$ cat src/rtl/mydffe_shreg.sv
// WIDTH-bit enabled register bank with load and left/right shifting.
// A saturating fill count and full flag track how many serial bits have arrived.
module mydffe_shreg #(
  parameter int unsigned      WIDTH     = 8,
  parameter logic [WIDTH-1:0] RESET_VAL = '0,
  parameter int unsigned      CW        = $clog2(WIDTH + 1)
) (
  input  logic             clk,
  input  logic             clrn,
  input  logic             sclr,
  input  logic             prn,
  input  logic             ena,
  input  logic [1:0]       mode,
  input  logic [WIDTH-1:0] d,
  input  logic             sin,
  output logic [WIDTH-1:0] q,
  output logic             sout,
  output logic [CW-1:0]    count,
  output logic             full
);

  typedef enum logic [1:0] {
    ModeHold  = 2'b00,
    ModeLoad  = 2'b01,
    ModeLeft  = 2'b10,
    ModeRight = 2'b11
  } mode_e;

  localparam logic [CW-1:0] FullCount = CW'(WIDTH);

  logic [WIDTH-1:0] q_q, q_d;
  logic             sout_q, sout_d;
  logic [CW-1:0]    count_q, count_d;
  logic [CW-1:0]    count_inc;

  // Saturate rather than wrap once every bit of the bank holds serial data.
  assign count_inc = (count_q == FullCount) ? count_q : count_q + CW'(1);

  always_comb begin
    q_d     = q_q;
    sout_d  = sout_q;
    count_d = count_q;
    if (sclr) begin
      q_d     = RESET_VAL;
      sout_d  = 1'b0;
      count_d = '0;
    end else if (!prn) begin
      q_d     = '1;
      count_d = FullCount;
    end else if (ena) begin
      case (mode_e'(mode))
        ModeHold: ;
        ModeLoad: begin
          q_d     = d;
          count_d = FullCount;
        end
        ModeLeft: begin
          q_d     = {q_q[WIDTH-2:0], sin};
          sout_d  = q_q[WIDTH-1];
          count_d = count_inc;
        end
        ModeRight: begin
          q_d     = {sin, q_q[WIDTH-1:1]};
          sout_d  = q_q[0];
          count_d = count_inc;
        end
        default: ;
      endcase
    end
  end

  always_ff @(posedge clk or negedge clrn) begin
    if (!clrn) begin
      q_q     <= RESET_VAL;
      sout_q  <= 1'b0;
      count_q <= '0;
    end else begin
      q_q     <= q_d;
      sout_q  <= sout_d;
      count_q <= count_d;
    end
  end

  assign q     = q_q;
  assign sout  = sout_q;
  assign count = count_q;
  assign full  = (count_q == FullCount);

endmodule

$ cat config.mk
export PLATFORM = sky130hd
export DESIGN_NAME = mydffe_shreg
export DESIGN_NICKNAME = d
export VERILOG_FILES = /design/src/rtl/mydffe_shreg.sv
export SDC_FILE = /design/constraint.sdc
export NUM_CORES = 1
export LEC_CHECK = 0
export BUFFER_PORTS_ARGS = -buffer_cell sky130_fd_sc_hd__clkbuf_2
export CORE_MARGIN = 2
export CORE_UTILIZATION = 35
export CTS_CLUSTER_SIZE = 16
export DETAILED_ROUTE_END_ITERATION = 7
export GPL_ROUTABILITY_DRIVEN = 0
export SLEW_MARGIN = 20
export SYNTH_ARGS = -nofsm -noshare
export SYNTH_HDL_FRONTEND = slang
export SYNTH_SLANG_ARGS = --single-unit
$ cat constraint.sdc
create_clock -name clk -period 3 [get_ports clk]
set_input_delay 0 -clock clk [delete_from_list [all_inputs] [get_ports clk]]
set_output_delay 0 -clock clk [all_outputs]
set_load 0.02 [all_outputs]
; ---- Word level (Yosys, flattened, before mapping)
; Cells that the tools add are included.
; Widths: inputs -> output; s select.
[totals]
ff_bits = 13
elab_cells = 32
[op_classes]
add_sub_neg = 1
eq_ne = 8
mux = 13
reduce_logical = 7
[op_table]
columns = cell, n
row1 = $mux 8, 3
row2 = $pmux 8 s3, 1
row3 = $mux 4, 4
row4 = $pmux 4 s2, 1
row5 = $reduce_and 3->1, 2
row6 = $ne 5x2->1 const B, 1
row7 = $add 4x1->4 const B, 1
row8 = $eq 2x2->1 const B, 2
row9 = $eq 4x4->1 const B, 1
row10 = $ne 4x3->1 const B, 1
row11 = $ne 4x4->1 const B, 1
row12 = $reduce_bool 2->1, 2
row13 = $mux 1, 3
row14 = $ne 3x2->1 const B, 1
row15 = $reduce_bool 3->1, 1
row16 = $eq 2x1->1 const B, 1
row17 = $pmux 1 s2, 1
row18 = $reduce_and 2->1, 1
row19 = $reduce_or 2->1, 1

; ---- Depth between registers and ports, before layout
; Gate-level depths: netlist of run 1.
[depth]
word_depth = 6
mapped_depth = 5
ltp_nobuf = 5

; ---- Least setup slack after synthesis of run 1
; Ideal clock, no wire load.
[synth_timing]
path_kind = reg2reg
from = register count_q[0], in the netlist count[0]
to = register count_q[0], in the netlist count[0]
t_arrival_ps = 1344
setup_slack_ps = 1532
stages_incl_launch_ff = 6
n_path_buf = 0
synth_period_minus_slack_ps = 1468
path_cell_list = dfrtp_1 > inv_1 > ha_1 > and3b_1 > nor2_1 > mux2_2
[synth_via]
word_cells_on_any_way = 9
cone_classes = add/sub (1) / eq/ne (2) / mux (5) / reduce/logical (1)
[synth_rtl]
columns = item, line_no
row1 = from (decl), 33  ; logic [CW-1:0] count_q, count_d;
row2 = from (signal assigned), 80  ; count_q <= count_d;
row3 = $eq 4x4->1, -
row4 = named net full, 19  ; output logic full
row5 = $ne 4x4->1 (no source line), -
row6 = $reduce_and 3->1 (no source line), -
; The timed path passes the listed nets, and every way through them passes these cells. The select of a mux whose other input is x is not followed.
; A chain may end at the register's enable or synchronous reset.

; ---- Worst setup path after layout of run 1
[layout_timing]
from = register count_q[0], in the netlist count[0]
to = register count_q[0], in the netlist count[0]
[layout_via]
elab_chain_len = 6
word_cells_on_any_way = 9
cone_classes = add/sub (1) / eq/ne (2) / mux (5) / reduce/logical (1)
[layout_rtl]
columns = item, line_no
row1 = $add 4x1->4, 37  ; assign count_inc = (count_q == FullCount) ? count_q : count_q + CW'(1);
row2 = $mux 4, 37
row3 = $pmux 4 s2, 51  ; case (mode_e'(mode))
row4 = $mux 4, 50  ; end else if (ena) begin
row5 = $mux 4, 47  ; end else if (!prn) begin
row6 = $mux 4, 43  ; if (sclr) begin
; Parallel ways exist; a longest one is shown, timed or not. The select of a mux whose other input is x is not followed.

==> summary.txt, run 1 <==
Timing
  – Hold WS: 46.1 ps
  – Setup Skew: 0.615 ps
  – Slew HR: 0.700
  – Final Slew Violations: 0
  – Worst-margin pin slew: approximately 450 ps
  – RSZ-0062 raised after global routing: false
  – Final Critical Period: 1320 ps
  – Post-route setup TNS: 0 ps
  – Maximum clock rate: 0.755 GHz
  – Final setup fails: 0
  – Final worst-path cycle share: 0.441
  – Final number of hold-violating endpoints: 0

Setup path
  – Crit start category: flop
  – Critical Path RT: about 3200 ps
  – Critical Setup Path Class: reg2reg
  – Critical path peak fanout: 5
  – Endpoint class of the critical path: flop
  – Crit path DAT: 1540 ps

Die
  – Rows: 18
  – Die area: ~3000 sq um
  – Die height: 54.8 um
  – # IOs: 30
  – Core footprint: 2450 sq um
  – Initial core utilization: 0.369
  – Die width: 54.8 um

Yosys
  – Syn Inst Count: 83
  – Number of flops mapped to enable cells by yosys: 0
  – Async S/R FF share, synth: 1.00
  – Synth Net Count: 101
  – Synth warn: 0
  – Register area share after synthesis: 0.360
  – Post-synth top flop: dfrtp_1
  – Avg Inst Size Synth: between 10 and 15 sq um
  – Post-Syn Area: a little over 900 sq um
  – Synth Register Bits: 13
  – Synth cell types: 29

Detailed routing
  – DRT Pass-1 Iters: 4
  – Final WL: 2000 um
  – DRT antenna net count: 0
  – Via count: 740
  – DR iter-0 viols: 8
  – Drt wl/cell: 14.3 um
  – Drt drc: 0
  – Via density: about 5.3

CTS
  – Hold buffer count at CTS: 1
  – Post-CTS setup buffer count: 0
  – CTS tree: done
  – CTS Buffer Depth: 2
  – CTS clock-pin slew for the worst setup and hold paths: 80 ps
  – Sink Count: 13
  – CTS root buffer: clkbuf_4
  – H-tree levels: 1
  – Clk Latency, worst-skew pair: between 200 and 300 ps
  – Post-CTS Resized: 0
  – TritonCTS Buffers: 3

Global route
  – Total gr overflow: 0
  – First-pass GRT wire length: 3270 um
  – Antenna violations before repair: 0
  – Met2 Usage GRT: 0.210
  – M3 GR Usage: 0.0328
  – Vias in the first global route: 679
  – GR peak layer: met1
  – Largest net degree at the start of global routing: 19
  – GRT Total Usage: 0.154
  – Met1 Use GR: 0.234

Power
  – Pwr dens: 397 nW/um^2
  – Net Switching: approximately 0.00013 W
  – Sequential share of power: 0.481
  – Combinational Power Share: 0.259
  – Total power: roughly 0.00042 W
  – Int Power: between 0.0002 and 0.0003 W
  – Static Leak: 0.490 nW
  – Clock group share of total power: 0.260
  – Max VDD drop: 0.000243 V
  – Sw frac: 0.317

Placement
  – Post-DP HPWL: between 1000 and 1500 um
  – Placed Area: 1010 sq um
  – PortBufs: 29

Finish
  – Layout cells sized above 1: 0.409
  – Antenna cells: 0
  – Area growth syn-to-layout: 15.8%
  – Final instance area: 1050 sq um
  – Nets: 129

Worst hold path
  – HP Class: in2reg

Run status
  – Outcome: finished, final reports clean

Flow run
  – Max cap viols: 0
-- registers in the layout, summed over array words and instances (netlist names) --
| register | cells |
|---|---|
| count | 4 |
| q | 8 |
| sout | 1 |
-- kinds of logic (layout without fill, tap and decap cells) --
group,count (synthesis),count (layout),share of synthesized area
compound gates,19,19,0.167
fa+ha+maj,2,2,0.0277
mux,17,17,0.201
simple gates,22,22,0.148
flops,13,13,0.360
buf+inv,10,37,0.0968
-- power groups by stage --
stage	clock, W	combinational, W	sequential (W)
6_report	0.000108	0.000108	0.000200
5_1_grt	0.000123	0.000119	0.000203
4_1_cts	0.000112	0.000109	0.000201
3_5_place_dp	0	0.000108	0.000204
3_3_place_gp	0	0.000106	0.000204
2_1_floorplan	0	0.0000653	0.000215
-- final cells by class --
class                   count  area (sq um)
repair buffers             30           155
inverters                   3          11.3
flip-flops and latches     13           325
clock buffers               4          26.3
fillers                   258          1410
multi-input cells          60           492
well taps                  30          37.5
-- Yosys cell counts (2+ instances only) --
cell,instances,area share
a22o_1,2,0.019
ha_1,2,0.028
nor3_1,9,0.050
a311oi_1,2,0.019
nand3_1,3,0.017
mux2_2,9,0.11
buf_6,6,0.075
dfrtp_1,13,0.36
mux2i_1,8,0.089
inv_1,3,0.012
a211oi_1,8,0.066
-- worst paths after layout --
| path | start | end | slack [ps] | cells past startpoint |
|---|---|---|---|---|
| max | count[0] | count[0] | 1680 | 5 |
| min in group asynchronous | clrn | count[0] | 160 | 2 |
| min | d[0] | q[0] | 50 | 3 |
| max reg2reg | count[0] | count[0] | 1680 | 5 |
| min reg2reg | sout | sout | 590 | 2 |
| max in group asynchronous | clrn | q[4] | 2590 | 2 |
-- metal layers --
layer  vias up  wire (um)
met4         0         15
met1       350       1020
met5         -          0
met2        12        890
met3         2         68
li1        376          -
-- stage by stage --
step | setup slack (ps) | utilization | cells
after CTS | 1690 | 0.427 | 140
after floorplan | 1530 | - | 83
final | 1680 | 0.427 | 140
after detailed placement | 1590 | 0.412 | 135
after global routing | 1540 | 0.427 | 140
after global placement | 1620 | 0.412 | 135
-- cells in the final DEF (no fill, tap or decap), types with 2 or more instances in the layout --
cell type,instances
mux2_2,9
inv_1,3
nor3_1,9
ha_1,2
nand3_1,3
a311oi_1,2
clkbuf_4,3
a22o_1,2
clkbuf_2,29
a211oi_1,8
mux2i_1,8
dfrtp_1,13
-- worst max-delay path, stage by stage (launching register included) --
cell	delay, ps
dfrtp_1	430
inv_1	60
ha_1	200
and3b_1	190
nor2_1	200
mux2_2	190
Power figures use the tool's default switching activity.
==> run 2, diff against run 1 <==
==> constraint.sdc (replaced) <==
create_clock -name clk -period 1.1 [get_ports clk]
set_input_delay 0 -clock clk [delete_from_list [all_inputs] [get_ports clk]]
set_output_delay 0 -clock clk [all_outputs]
set_load 0.02 [all_outputs]
==> summary.txt, run 2 (synthesized netlist as in run 1, its figures left out) <==
CTS
  – Clk Latency, worst-skew pair: 290 ps (+20 ps)
  – H-tree levels: 1 (unchanged)
  – TritonCTS Buffers: 3 (unchanged)
  – Sink Count: 13 (unchanged)
  – CTS clock-pin slew for the worst setup and hold paths: 90 ps (about the same)
  – CTS Buffer Depth: 2 (unchanged)
  – CTS root buffer: clkbuf_4
  – CTS tree: done

Timing
  – Final Slew Violations: 0 (unchanged)
  – Final worst slack: -227 ps (-1900 ps)
  – Slew HR: 0.758 (+0.0581)
  – Final number of hold-violating endpoints: 0 (unchanged)
  – Setup Skew: 3.62 ps (+3.01 ps)
  – Final Critical Period: 1330 ps (+3.29 ps)
  – Final worst-path cycle share: 1.21 (+0.765)
  – Maximum clock rate: 0.753 GHz (-0.25%)
  – RSZ-0062 raised after global routing: true
  – Final setup fails: 5 (+5)
  – Worst-margin pin slew: 362 ps (-87.1 ps)

Detailed routing
  – Drt wl/cell: 15.4 um (+8.2%)
  – DR iter-0 viols: 12 (+4)
  – Via count: 857 (+16%)
  – Final WL: 2390 um (+20%)
  – DRT Pass-1 Iters: 4 (unchanged)
  – DRT antenna net count: 0 (unchanged)
  – Drt drc: 0 (unchanged)
  – DR WL met3: 76 um (+12%)
  – Met2 Routed Length: 1220 um (+37%)
  – Via density: 5.53 (+4.6%)
  – Met1 Wirelength: 1050 um (+3.1%)
  – Highest Signal Layer: met4

Setup path
  – Crit start category: flop
  – Crit path DAT: 1500 ps (-40 ps)
  – Critical Path RT: 1280 ps (-1930 ps)
  – R2R Setup Slk: -230 ps (-1900 ps)
  – Critical path peak fanout: 3 (-2)
  – Endpoint class of the critical path: flop
  – Critical Setup Path Class: reg2reg

Finish
  – Area growth syn-to-layout: 37.8%
  – Nets: 144 (+12%)
  – Layout cells sized above 1: 0.576 (+0.167)
  – Final instance area: 1250 sq um (+19%)
  – Commonest non-fill, non-tap cell in the layout: clkbuf_2
  – Fillers: 236 (-8.5%)
  – Max FFs per register: 8 (unchanged)
  – Antenna cells: 0 (unchanged)
  – Commonest cells after routing, fill and taps aside: clkbuf_2, buf_4, dfrtp_1

Worst hold path
  – HP Class: in2reg

Global route
  – Total gr overflow: 0 (unchanged)
  – First-pass GRT wire length: 3950 um (+21%)
  – GRT Total Usage: 0.186 (+0.0328)
  – Largest net degree at the start of global routing: 14 (-5)
  – Vias in the first global route: 840 (+24%)
  – Antenna violations before repair: 0 (unchanged)

Power
  – Max VDD drop: 0.000512 V (+110%)
  – Pwr dens: 1010 nW/um^2 (+150%)
  – Static Leak: 0.579 nW (+18%)
  – Total power: 0.00126 W (+200%)

Die
  – Core footprint: 2450 sq um (unchanged)
  – # IOs: 30 (unchanged)
  – Die width: 54.8 um (unchanged)
  – Die area: 3010 sq um (unchanged)
  – Rows: 18 (unchanged)
  – Die height: 54.8 um (unchanged)
  – Initial core utilization: 0.369 (unchanged)

Placement
  – Placed Area: 1100 sq um (+8.8%)
  – Pre-CTS WS: -133 ps (-1730 ps)
  – Post-DP HPWL: 1600 um (+8.4%)
  – PortBufs: 29 (unchanged)

Run status
  – Outcome: complete, but fails checks
  – Violated checks: setup timing

Flow run
  – Max cap viols: 0 (unchanged)
[run 2: cell type report]
class,instances,area (sq um),area share
clock buffer,4,26.3,0.0211
inverter,3,11.3,0.00904
multi-input combinational,60,556,0.446
sequential,13,328,0.263
tap,30,37.5,0.0301
timing repair buffer,45,288,0.231
[run 2: report_power, final]
part	switching, W	internal (W)	leakage (nW)
logic	0.000203	0.000193	0.401
clock network	0.000180	0.000141	0.0150
registers	0.0000315	0.000510	0.163
total	0.000415	0.000844	0.579
[run 2: path summary, 6_finish.rpt]
path,startpoint,to,cells after the start
max,count[1],count[0],6
min,d[1],q[1],3
max reg2reg,count[1],count[0],6
min reg2reg,sout,sout,2
max in group asynchronous,clrn,count[0],2
min in group asynchronous,clrn,q[2],2
[run 2: worst max-delay path: stages, from the launching register on]
cell and delay, ps:
dfrtp_2 410, inv_2 70, ha_4 120, and3b_2 210, buf_6 100, nor2_4 30
mux2_4 270
[run 2: metrics by stage]
step                TNS, ps  utilization  hold WS [ps]  std cells
floorplan              -615            -          -296         83
global placement       -226        0.448         -73.7        146
detailed placement     -303        0.448         -75.0        146
CTS                    -752        0.480          18.1        153
global route          -1040        0.508          41.5        155
finish                 -763        0.508          19.2        155
[run 2: routing by layer]
layer,track usage,up-vias
li1,-,409
met1,0.243,429
met2,0.302,15
met3,0.0246,4
met4,0.0875,0
met5,0,-
[run 2: timing repair]
| action | CTS | global route |
|---|---|---|
| resized for setup | 5 | 12 |
| setup endpoints to repair | 4 | 10 |
| endpoints found under the hold margin | 15 | 0 |
| setup buffers | 1 | 2 |
| hold buffers | 2 | 0 |
| pin swaps | 1 | 4 |
==> run 3, diff against run 2 <==
==> constraint.sdc (replaced) <==
create_clock -name clk -period 1.1 [get_ports clk]
set_input_delay 0.11 -clock clk [delete_from_list [all_inputs] [get_ports clk]]
set_output_delay 0.11 -clock clk [all_outputs]
set_load 0.02 [all_outputs]
==> summary.txt, run 3 (synthesized netlist as in run 1, its figures left out) <==
Global route
  – GR peak layer: met2
  – Total gr overflow: 0 (unchanged)
  – Vias in the first global route: 748 (-11%)
  – First-pass GRT wire length: 3540 um (-10%)
  – Met1 Use GR: 0.221 (-0.0216)
  – M3 GR Usage: 0.0219 (-0.00273)
  – Largest net degree at the start of global routing: 14 (unchanged)
  – Antenna violations before repair: 0 (unchanged)
  – GRT Total Usage: 0.167 (-0.0189)
  – Met2 Usage GRT: 0.270 (-0.0317)

Detailed routing
  – Via density: 5.42 (-2.0%)
  – Drt drc: 0 (unchanged)
  – Via count: 840 (-2.0%)
  – Final WL: 2290 um (-4.1%)
  – Drt wl/cell: 14.8 um (-4.1%)
  – DRT Pass-1 Iters: 4 (unchanged)
  – DRT antenna net count: 0 (unchanged)
  – DR iter-0 viols: 15 (+3)

Timing
  – Maximum clock rate: 0.755 GHz (+0.25%)
  – Final Critical Period: 1320 ps (-3.28 ps)
  – Final worst-path cycle share: 1.20 (-0.00298)
  – Worst-margin pin slew: 364 ps (+1.98 ps)
  – RSZ-0062 raised after global routing: true
  – Final number of hold-violating endpoints: 0 (unchanged)
  – Final Slew Violations: 0 (unchanged)
  – Final worst slack: -224 ps (+3.28 ps)
  – Final setup fails: 5 (unchanged)
  – Post-route setup TNS: -840 ps (-77.1 ps)
  – Slew HR: 0.757 (-0.00132)
  – Setup Skew: 3.01 ps (-0.610 ps)

Die
  – Die area: 3010 sq um (unchanged)
  – Rows: 18 (unchanged)
  – # IOs: 30 (unchanged)
  – Initial core utilization: 0.369 (unchanged)
  – Die height: 54.8 um (unchanged)
  – Core footprint: 2450 sq um (unchanged)
  – Die width: 54.8 um (unchanged)

Setup path
  – Critical Setup Path Class: reg2out
  – CP max stage delay: 410 ps (about the same)
  – Crit path buffers/inverters: 2 (unchanged)
  – Critical Path RT: 990 ps (-290 ps)
  – Worst-path cell chain: inv_2 > ha_4 > and3b_2 > clkbuf_8
  – Slowest CP cell: dfrtp_2
  – Worst path top cell family by delay: flip-flops
  – Crit path DAT: 1210 ps (-290 ps)
  – Crit start category: flop
  – Critical path peak fanout: 2 (-1)
  – Endpoint class of the critical path: output port

Finish
  – Layout cells sized above 1: 0.552 (-0.0240)
  – Nets: 144 (unchanged)
  – Final instance area: 1250 sq um (+0.10%)
  – Fillers: 250 (+5.9%)
  – Max FFs per register: 8 (unchanged)
  – Commonest non-fill, non-tap cell in the layout: clkbuf_2
  – Area growth syn-to-layout: 37.9%
  – Antenna cells: 0 (unchanged)
  – Commonest cells after routing, fill and taps aside: clkbuf_2, buf_4, dfrtp_1

CTS
  – CTS Buffer Depth: 2 (unchanged)
  – CTS clock-pin slew for the worst setup and hold paths: 80 ps (about the same)
  – H-tree levels: 1 (unchanged)
  – TritonCTS Buffers: 3 (unchanged)
  – CTS tree: done
  – CTS root buffer: clkbuf_4
  – Clk Latency, worst-skew pair: 270 ps (-20 ps)
  – Sink Count: 13 (unchanged)

Power
  – Sw frac: 0.318 (-0.0119)
  – Sequential share of power: 0.442 (+0.012)
  – Combinational Power Share: 0.312 (-0.003)
  – Static Leak: 0.579 nW (about the same)
  – Net Switching: 0.000389 W (-6.1%)
  – Pwr dens: 982 nW/um^2 (-2.7%)
  – Int Power: 0.000836 W (-0.88%)
  – Clock group share of total power: 0.245 (-0.010)
  – Max VDD drop: 0.000775 V (+51%)

Placement
  – Pre-CTS WS: -142 ps (-8.66 ps)
  – PortBufs: 29 (unchanged)
  – Post-DP HPWL: 1650 um (+3.0%)
  – Placed Area: 1110 sq um (+1.1%)

Flow run
  – Max cap viols: 0 (unchanged)

Run status
  – Violated checks: setup timing
  – Outcome: complete, but fails checks

Worst hold path
  – HP Class: in2reg
==> run 3: final cells by class <==
type	instances	area, sq um	share of cell area
clock buffer	4	26.3	0.0211
tap	30	37.5	0.0301
sequential	13	328	0.263
multi-input combinational	60	532	0.426
inverter	3	11.3	0.00903
timing repair buffer	45	313	0.251
==> run 3: per-layer routing <==
metal	wire length [um]	up-vias
li1	-	407
met3	100	4
met5	0	-
met2	1170	21
met4	40	0
met1	986	408
==> run 3: timing repair <==
item / in CTS / in global routing
endpoints found under the hold margin: 13 / 0
hold buffers: 1 / 0
endpoints found under the setup margin: 5 / 9
resized for setup: 7 / 10
pin swaps: 3 / 1
setup buffers: 1 / 3
==> run 3: power by group through the flow <==
stage	Sequential (W)	Clock [W]	Combinational [W]
4_1_cts	0.000542	0.000313	0.000359
3_3_place_gp	0.000549	0	0.000337
3_5_place_dp	0.000551	0	0.000342
5_1_grt	0.000548	0.000336	0.000416
2_1_floorplan	0.000586	0	0.000180
6_report	0.000542	0.000301	0.000383
==> run 3: final timing paths <==
path	startpoint	cells after the start	slack [ps]	end
worst max-delay path	count[1]	4	-220	full
worst min-delay path	sclr	2	90	count[3]
max in group asynchronous	clrn	2	540	count[0]
worst min register to register	sout	2	610	sout
min in group asynchronous	clrn	2	270	q[2]
worst max register to register	count[1]	6	-220	count[0]
==> run 3: per-stage QoR <==
step | power [W] | hold WS (ps) | utilization | instances
2_1_floorplan | 0.000766 | -186 | - | 83
3_3_place_gp | 0.000886 | 33.3 | 0.453 | 146
3_5_place_dp | 0.000893 | 38.3 | 0.453 | 146
4_1_cts | 0.00121 | 83.7 | 0.483 | 152
5_1_grt | 0.00130 | 79.3 | 0.508 | 155
6_report | 0.00123 | 91.4 | 0.508 | 155
